===== src/rtl/framebuf_led_pkg.sv =====
// Shared widths, derived sizes and FSM encodings for the LED framebuffer scanner.
package framebuf_led_pkg;

    localparam int ADDR_W  = 14;
    localparam int DATA_W  = 16;
    localparam int SLICE_W = 6;
    localparam int WORD_W  = 8;

    localparam int WORDS_PER_SLICE = 2 ** WORD_W;
    localparam int NUM_SLICES      = 2 ** SLICE_W;

    typedef logic [2:0] state_t;

    localparam state_t S_IDLE  = 3'd0;
    localparam state_t S_FETCH = 3'd1;
    localparam state_t S_WAIT  = 3'd2;
    localparam state_t S_SHIFT = 3'd3;
    localparam state_t S_LATCH = 3'd4;
    localparam state_t S_DONE  = 3'd5;

endpackage


===== src/rtl/framebuf_led_shifter.sv =====
// Serializes one framebuffer word MSB-first with a divided shift clock.
module framebuf_led_shifter #(
    parameter int DATA_W   = 16,
    parameter int SCLK_DIV = 2
) (
    input  logic              clk,
    input  logic              reset,
    input  logic              load,
    input  logic [DATA_W-1:0] data,
    input  logic              start,
    output logic              sdi,
    output logic              sclk,
    output logic              word_done
);

    localparam int DW = $clog2(SCLK_DIV) + 1;
    localparam int BW = $clog2(DATA_W);

    logic [DATA_W-1:0] shreg;
    logic [DW-1:0]     div;
    logic [BW-1:0]     bit_cnt;
    logic              phase;
    logic              phase_end;

    assign phase_end = start && (div == DW'(SCLK_DIV - 1));

    // The register shifts as sclk falls, so sdi only moves while sclk is low.
    always_ff @(posedge clk) begin
        if (reset) begin
            shreg   <= '0;
            div     <= '0;
            bit_cnt <= '0;
            phase   <= 1'b0;
        end else if (load) begin
            shreg   <= data;
            div     <= '0;
            bit_cnt <= '0;
            phase   <= 1'b0;
        end else if (start) begin
            if (phase_end) begin
                div   <= '0;
                phase <= ~phase;
                if (phase) begin
                    shreg   <= shreg << 1;
                    bit_cnt <= bit_cnt + 1'b1;
                end
            end else begin
                div <= div + 1'b1;
            end
        end
    end

    assign sclk      = phase;
    assign sdi       = start & shreg[DATA_W-1];
    assign word_done = phase_end & phase & (bit_cnt == BW'(DATA_W - 1));

endmodule


===== src/rtl/framebuf_led_scanner.sv =====
// Reads one 256-word slice from framebuffer port 2 per trigger and shifts it
// out to the LED driver chain, then latches the chain and reports completion.
module framebuf_led_scanner #(
    parameter int ADDR_W    = framebuf_led_pkg::ADDR_W,
    parameter int DATA_W    = framebuf_led_pkg::DATA_W,
    parameter int SLICE_W   = framebuf_led_pkg::SLICE_W,
    parameter int WORD_W    = framebuf_led_pkg::WORD_W,
    parameter int SCLK_DIV  = 2,
    parameter int LATCH_CYC = 4
) (
    input  logic                clk,
    input  logic                reset,
    input  logic                enable,
    input  logic                slice_start,
    input  logic                frame_sync,
    output logic [ADDR_W-1:0]   address2,
    output logic                chipselect2,
    output logic                write2,
    output logic [DATA_W/8-1:0] byteenable2,
    output logic                clken2,
    input  logic [DATA_W-1:0]   readdata2,
    output logic                led_sdi,
    output logic                led_sclk,
    output logic                led_latch,
    output logic                led_blank,
    output logic                busy,
    output logic                slice_done,
    output logic [SLICE_W-1:0]  slice_idx,
    output logic                overrun
);

    import framebuf_led_pkg::*;

    localparam int LW = $clog2(LATCH_CYC) + 1;

    if (SLICE_W + WORD_W != ADDR_W) begin : g_width_check
        $error("SLICE_W + WORD_W must equal ADDR_W");
    end

    state_t             state;
    logic [WORD_W-1:0]  word_idx;
    logic [SLICE_W-1:0] slice_cnt;
    logic [LW-1:0]      lat_cnt;
    logic               blank_q;
    logic               sync_seen;
    logic               word_done;

    always_ff @(posedge clk) begin
        if (reset) begin
            state     <= S_IDLE;
            word_idx  <= '0;
            slice_idx <= '0;
            slice_cnt <= '0;
            lat_cnt   <= '0;
            blank_q   <= 1'b1;
            sync_seen <= 1'b0;
            overrun   <= 1'b0;
        end else begin
            if (slice_start && busy) overrun <= 1'b1;
            if (frame_sync) begin
                slice_cnt <= '0;
                sync_seen <= 1'b1;
            end
            unique case (state)
                S_IDLE: begin
                    if (!enable) blank_q <= 1'b1;
                    if (slice_start && enable) begin
                        state     <= S_FETCH;
                        word_idx  <= '0;
                        sync_seen <= 1'b0;
                        slice_idx <= frame_sync ? '0 : slice_cnt;
                    end
                end
                S_FETCH: state <= S_WAIT;
                S_WAIT:  state <= S_SHIFT;
                S_SHIFT: begin
                    if (word_done) begin
                        if (word_idx == '1) begin
                            state   <= S_LATCH;
                            lat_cnt <= '0;
                        end else begin
                            word_idx <= word_idx + 1'b1;
                            state    <= S_FETCH;
                        end
                    end
                end
                S_LATCH: begin
                    lat_cnt <= lat_cnt + 1'b1;
                    if (lat_cnt == LW'(LATCH_CYC - 1)) state <= S_DONE;
                end
                S_DONE: begin
                    blank_q <= 1'b0;
                    state   <= S_IDLE;
                    // A frame_sync seen during the slice keeps the counter at 0.
                    if (sync_seen || frame_sync) slice_cnt <= '0;
                    else slice_cnt <= slice_idx + 1'b1;
                end
                default: state <= S_IDLE;
            endcase
        end
    end

    framebuf_led_shifter #(
        .DATA_W   (DATA_W),
        .SCLK_DIV (SCLK_DIV)
    ) u_shifter (
        .clk       (clk),
        .reset     (reset),
        .load      (state == S_WAIT),
        .data      (readdata2),
        .start     (state == S_SHIFT),
        .sdi       (led_sdi),
        .sclk      (led_sclk),
        .word_done (word_done)
    );

    assign address2    = {slice_idx, word_idx};
    assign chipselect2 = (state == S_FETCH);
    assign write2      = 1'b0;
    assign byteenable2 = '1;
    assign clken2      = 1'b1;
    assign busy        = (state == S_FETCH) || (state == S_WAIT) ||
                         (state == S_SHIFT) || (state == S_LATCH);
    assign led_latch   = (state == S_LATCH);
    assign slice_done  = (state == S_DONE);
    assign led_blank   = (state == S_LATCH) || (blank_q && state != S_DONE);

endmodule


===== config.mk =====
export PLATFORM = sky130hd
export DESIGN_NAME = framebuf_led_scanner
export DESIGN_NICKNAME = d
export VERILOG_FILES = /design/src/rtl/framebuf_led_pkg.sv /design/src/rtl/framebuf_led_shifter.sv /design/src/rtl/framebuf_led_scanner.sv
export SDC_FILE = /design/constraint.sdc
export NUM_CORES = 1
export LEC_CHECK = 0
export CAP_MARGIN = 20
export CORE_MARGIN = 1.5
export CORE_UTILIZATION = 40
export DETAILED_ROUTE_END_ITERATION = 10
export HOLD_SLACK_MARGIN = 0.02
export PLACE_DENSITY = 0.71
export SYNTH_ARGS = -nofsm -noshare
export SYNTH_HDL_FRONTEND = slang
export SYNTH_SLANG_ARGS = --single-unit

===== constraint.sdc =====
create_clock -name clk -period 1.7 [get_ports clk]
set_input_delay 0.51 -clock clk [delete_from_list [all_inputs] [get_ports clk]]
set_output_delay 0.51 -clock clk [all_outputs]
set_load 0.02 [all_outputs]

# ---- Word-level counts from Yosys, hierarchy flattened
# Index checks and enable logic that the tools add are counted.
dict set report totals {
  elab_cells 87
  reg_bits 52
}
dict set report classes {
  reduce_logical 25
  bitwise_logic 4
  n_addsub 5
  eq_ne 16
  muxes 25
}
# operator count
set ops {}
lappend ops {{16-bit two-way mux} 4}
lappend ops {{8-bit two-way mux} 3}
lappend ops {{3-bit two-way mux} 6}
lappend ops {{6-bit two-way mux} 3}
lappend ops {{8-bit case mux with 2 select lines} 1}
lappend ops {{3-bit case mux with 5 select lines} 1}
lappend ops {{3-bit AND reduction} 4}
lappend ops {{2-bit nonzero test} 6}
lappend ops {{2-bit inequality test (second input constant)} 5}
lappend ops {{3-bit by 2-bit equality test with 1-bit output (second input constant)} 3}
lappend ops {{8-bit by 1-bit adder with 8-bit output (second input constant)} 1}
lappend ops {{8-bit equality test (second input constant)} 1}
lappend ops {{6-bit by 1-bit adder with 6-bit output (second input constant)} 1}
lappend ops {{3-bit equality test (second input constant)} 2}
lappend ops {{3-bit case mux with 2 select lines} 1}
lappend ops {{2-bit AND reduction} 3}
lappend ops {{1-bit logical OR} 5}
lappend ops {{4-bit by 1-bit adder with 4-bit output (second input constant)} 1}
lappend ops {{4-bit equality test (second input constant)} 1}
lappend ops {{1-bit logical AND} 4}
lappend ops {{1-bit two-way mux} 4}
lappend ops {{4-bit AND reduction} 1}
lappend ops {{3-bit by 1-bit adder with 3-bit output (second input constant)} 1}
lappend ops {{1-bit AND} 3}
lappend ops {{other kinds (10)} 10}

# ---- Depth between registers and ports, before layout
dict set report logic_depth {
  word_depth 6
  ltp_mapped 7
}

# ---- Modules after synthesis
# Synthesis repeated with hierarchy kept, for this count alone.
dict set report hier_totals {
  hier_cells 303
  hier_area_um2 2642.5
}
# module instances cells_per_inst area_each_um2
set by_module_without_submodules {}
lappend by_module_without_submodules {framebuf_led_scanner 1 180 1495.2}
lappend by_module_without_submodules {framebuf_led_shifter 1 123 1147.4}

# ---- Worst setup path before layout
# OpenSTA, ideal clock, no wires.
dict set report synth_timing {
  path_type {register to output}
  start {register state[1]}
  end {output port led_sdi}
  stages_incl_launch_ff 5
  t_required_ns 1.190
  t_arrival_ns 1.188
  slack_ns 0.002
  cell_sequence {dfxtp_1 > inv_1 > nor3b_1 > buf_2 > and2_1}
}
dict set report synth_via {
  elab_chain_len 2
}
# element line_no
set synth_rtl {}
lappend synth_rtl {{start, declared} framebuf_led_scanner.sv:40} ;# state_t state;
lappend synth_rtl {{start signal, assigned} framebuf_led_scanner.sv:50} ;# state <= S_IDLE;
lappend synth_rtl {{start signal, assigned} framebuf_led_scanner.sv:68} ;# state <= S_FETCH;
lappend synth_rtl {{start signal, assigned} framebuf_led_scanner.sv:74} ;# S_FETCH: state <= S_WAIT;
lappend synth_rtl {{3-bit by 2-bit equality test with 1-bit output} framebuf_led_scanner.sv:111} ;# .start (state == S_SHIFT),
lappend synth_rtl {{1-bit AND} framebuf_led_shifter.sv:54} ;# assign sdi = start & shreg[DATA_W-1];
lappend synth_rtl {{end, declared} framebuf_led_scanner.sv:22} ;# output logic led_sdi,
# Every way passes these cells.

# ---- Worst setup path in the final report
dict set report layout_timing {
  start {register state[2]}
  end {register u_shifter.shreg[1]}
}
dict set report layout_via {
  elab_chain_len 4
  elab_cells_between_ends 8
  cone_classes {eq/ne (2); mux (1); reduce/logical (5)}
}
# element line_no
set layout_rtl {}
lappend layout_rtl {{3-bit by 2-bit equality test with 1-bit output} framebuf_led_scanner.sv:111}
lappend layout_rtl {{1-bit logical AND} framebuf_led_shifter.sv:25} ;# assign phase_end = start && (div == DW'(SCLK_DIV - 1));
lappend layout_rtl {{2-bit nonzero test (no line)} --}
lappend layout_rtl {{3-bit AND reduction (no line)} --}
lappend layout_rtl {{end signal, assigned} framebuf_led_shifter.sv:35} ;# shreg <= data;
lappend layout_rtl {{end signal, assigned} framebuf_led_shifter.sv:44} ;# shreg <= shreg << 1;
lappend layout_rtl {{end, declared} framebuf_led_shifter.sv:19} ;# logic [DATA_W-1:0] shreg;
# Parallel ways exist; a longest one is shown, timed or not.
# A chain may end at the register's enable or synchronous reset.

==> flow_metrics.env <==
export IMPL_outcome="finished with violations"
export IMPL_violations="setup timing"
export IMPL_critical_path_max_fanout=15
export IMPL_swShare_pct=26.5
export IMPL_via_per_inst=5.19
export IMPL_peakVddDrop_mv=0.427
export IMPL_dieArea_um2=6740
export IMPL_intPower_mw=1.81
export IMPL_synth_cells=298
export IMPL_synth_compound_area_share_pct=14.8
export IMPL_synth_async_reset_ratio_pct=0
export IMPL_wire_per_inst_um=13.9
export IMPL_ys_seq_area_share_pct=41.6
export IMPL_vias=2329
export IMPL_fin_crit_sh_pct=105
export IMPL_final_util_pct=60.6
export IMPL_met2_wirelength_mm=3.04
export IMPL_core_area_um2=5990
export IMPL_seq_power_share_pct=52.8
export IMPL_setup_ws_ns=-0.0880
export IMPL_drt_met1_wl_mm=2.90
export IMPL_yosys_cell_types_count=40
export IMPL_fmax_mhz=559
export IMPL_gr_total_overflow=0
export IMPL_avgSynthCellArea_um2=8.40
export IMPL_die_height_um=82.1
export IMPL_start_util_pct=41.8
export IMPL_multiInputGateArea_um2=1460
export IMPL_synth_xor_area_share_pct=3.15
export IMPL_hp_class="reg -> reg"
export IMPL_synthFlopType="dfxtp_1"
export IMPL_grtUsageTotal_pct=18.9
export IMPL_ys_ff_latch=52
export IMPL_cts_root_buf="clkbuf_8"
export IMPL_nFillCells=519
export IMPL_maxCapViolCount=0
export IMPL_clock_latency_ns=0.31
export IMPL_dieWidth_um=82.1
export IMPL_highest_layer="met4"
export IMPL_layout_cells_non_filler=449
export IMPL_post_synth_and_or_nand_nor_area_fraction_pct=23.2
export IMPL_antenna_cells=0
export IMPL_grt_pass1_vias=2138
export IMPL_maxSlewViolCount=0
export IMPL_p_comb_share_pct=17.1
export IMPL_final_antenna_net_count=0
export IMPL_drt_total_wl_mm=6.26
export IMPL_drive_above_1_share_pct=27.8
export IMPL_drcViolationCount=0
export IMPL_clock_sinks=52
export IMPL_fin_nets=399
export IMPL_synthMuxAreaShare_pct=6.80
export IMPL_dpl_cell_count=429
export IMPL_grt_setup_unrepaired="yes"
export IMPL_end_kind="flip-flop"
export IMPL_synthAdderAreaFrac_pct=2.50
export IMPL_seq_area_um2=1050
export IMPL_drtIter0Drc=187
export IMPL_cp_arrival_ns=1.97
export IMPL_period_minus_slack_ns=1.79
export IMPL_synth_edf_count=0
export IMPL_pwr_density_cell_nw_per_um2=680
export IMPL_critical_path_class="reg -> reg"
export IMPL_yosysWarnings=0
export IMPL_dp_hpwl_mm=4.04
export IMPL_syn_area_um2=2500
export IMPL_power_switching_mw=0.654
export IMPL_fin_skew_ns=0.00767
export IMPL_clk_pin_slew_worst_paths_ns=0.09
export IMPL_syn2layout_area_growth_pct=45.0
export IMPL_drtPass1Iterations=4
export IMPL_required_ns=1.89
export IMPL_p_leak_nw=1.43
export IMPL_hold_viol=0
export IMPL_grt_max_degree=21
export IMPL_grt_antenna_before_repair=0
export IMPL_cts_buffer_depth=2
export IMPL_port_buffers=48
export IMPL_synth_top_family_by_area="simple AND/OR/NAND/NOR gates"
export IMPL_place_ws_ns=-0.322
export IMPL_clock_power_share_pct=30.1
export IMPL_grt_first_pass_wirelength_mm=9.91
export IMPL_gp_congestion=0.845
export IMPL_h_tree_depth=2
export IMPL_setup_viol=23
export IMPL_startpoint_type="flip-flop"
export IMPL_pin_count=53
export IMPL_wl_met3_um=281
export IMPL_cts_buffers_inserted=5
export IMPL_rows=28
export IMPL_tritoncts="built"
area by class of cell:
type	count	area share, %
clock buffers	7	2.38
clock inverters	1	0.207
inverters	7	0.793
multi-input cells	213	40.2
flip-flops and latches	52	29.0
well taps	75	2.59
repair buffers	94	24.9
path summary, 6_finish.rpt:
kind	from	end	slack (ns)	cells after the start
max	state[2]	u_shifter.shreg[1]	-0.09	7
min reg2reg	u_shifter.div[1]	u_shifter.div[1]	0.44	2
min	u_shifter.div[1]	u_shifter.div[1]	0.44	2
max reg2reg	state[2]	u_shifter.shreg[1]	-0.09	7
registers in the layout, summed over array words and instances (netlist names):
name               count
u_shifter.bit_cnt      4
u_shifter.shreg       16
blank_q                1
word_idx               8
u_shifter.div          2
state                  3
sync_seen              1
slice_cnt              6
lat_cnt                3
u_shifter.sclk         1
overrun                1
slice_idx              6
cells in the final DEF (no fill, tap or decap), types with 6 or more instances in the layout:
master and n:
a211oi_1 11, a21oi_1 26, buf_4 36, buf_6 11, clkbuf_8 6, clkdlybuf4s50_1 18
dfxtp_1 47, dlygate4sd2_1 22, mux2i_1 16, nand2_1 8, nand3_1 6, nor2_1 48
nor3b_2 6, o21ai_0 6
power groups by stage:
stage / Clock, mW / Sequential (mW) / Combinational (mW)
2_1_floorplan: 0 / 1.32 / 0.193
3_3_place_gp: 0 / 1.32 / 0.345
3_5_place_dp: 0 / 1.33 / 0.348
4_1_cts: 0.757 / 1.30 / 0.377
5_1_grt: 0.816 / 1.31 / 0.456
6_report: 0.742 / 1.30 / 0.422
through the flow:
stage	hold WS, ns	total power, mW	instance area [µm²]	setup TNS, ns
after floorplan	0.404	1.51	2510	0
after global placement	0.412	1.67	3210	-3.60
after detailed placement	0.418	1.67	3210	-3.99
after CTS	0.432	2.43	3370	-0.200
after global routing	0.470	2.58	3630	-3.09
final	0.441	2.47	3630	-1.06
worst max-delay path, cell delays in order, from the launching register on:
cell and delay [ns]:
dfxtp_4 0.37, buf_6 0.16, nand3b_1 0.28, nor3_4 0.27
buf_12 0.15, clkbuf_16 0.14, mux2i_1 0.21, a211oi_2 0.09
cells in the mapped netlist, types with 7 or more instances:
master	number	area [µm²]
nand2_1	13	48.8
nor3b_1	8	60.1
a21oi_1	27	135
a211oi_1	16	120
nand3_1	8	40.0
mux2i_1	17	170
inv_1	7	26.3
nor2_1	51	191
clkbuf_1	13	48.8
dfxtp_1	52	1040
nor3_1	8	40.0
buf_4	12	90.1
what timing repair did:
action / CTS / global route
hold buffers: 0 / 0
setup endpoints to repair: 31 / 46
gates resized for setup: 80 / 33
cloned: 1 / 3
pin swaps: 8 / 15
setup buffers: 2 / 6
kinds of logic after synthesis:
| logic type | count (synthesis) |
|---|---|
| xor gates and xnor gates | 9 |
| AOI/OAI and AO/OA | 61 |
| other | 2 |
| muxes | 17 |
| buffers and inverters | 36 |
| DFF | 52 |
| and+or+nand+nor | 116 |
| adders and majority gates | 5 |
routing by layer:
| metal | track usage, % | vias to the layer above |
|---|---|---|
| met1 | 25.3 | 1080 |
| met4 | 3.73 | 0 |
| li1 | - | 1183 |
| met3 | 4.73 | 6 |
| met5 | 0 | - |
| met2 | 30.9 | 60 |
Note: power is estimated with default switching activity, not from simulation.
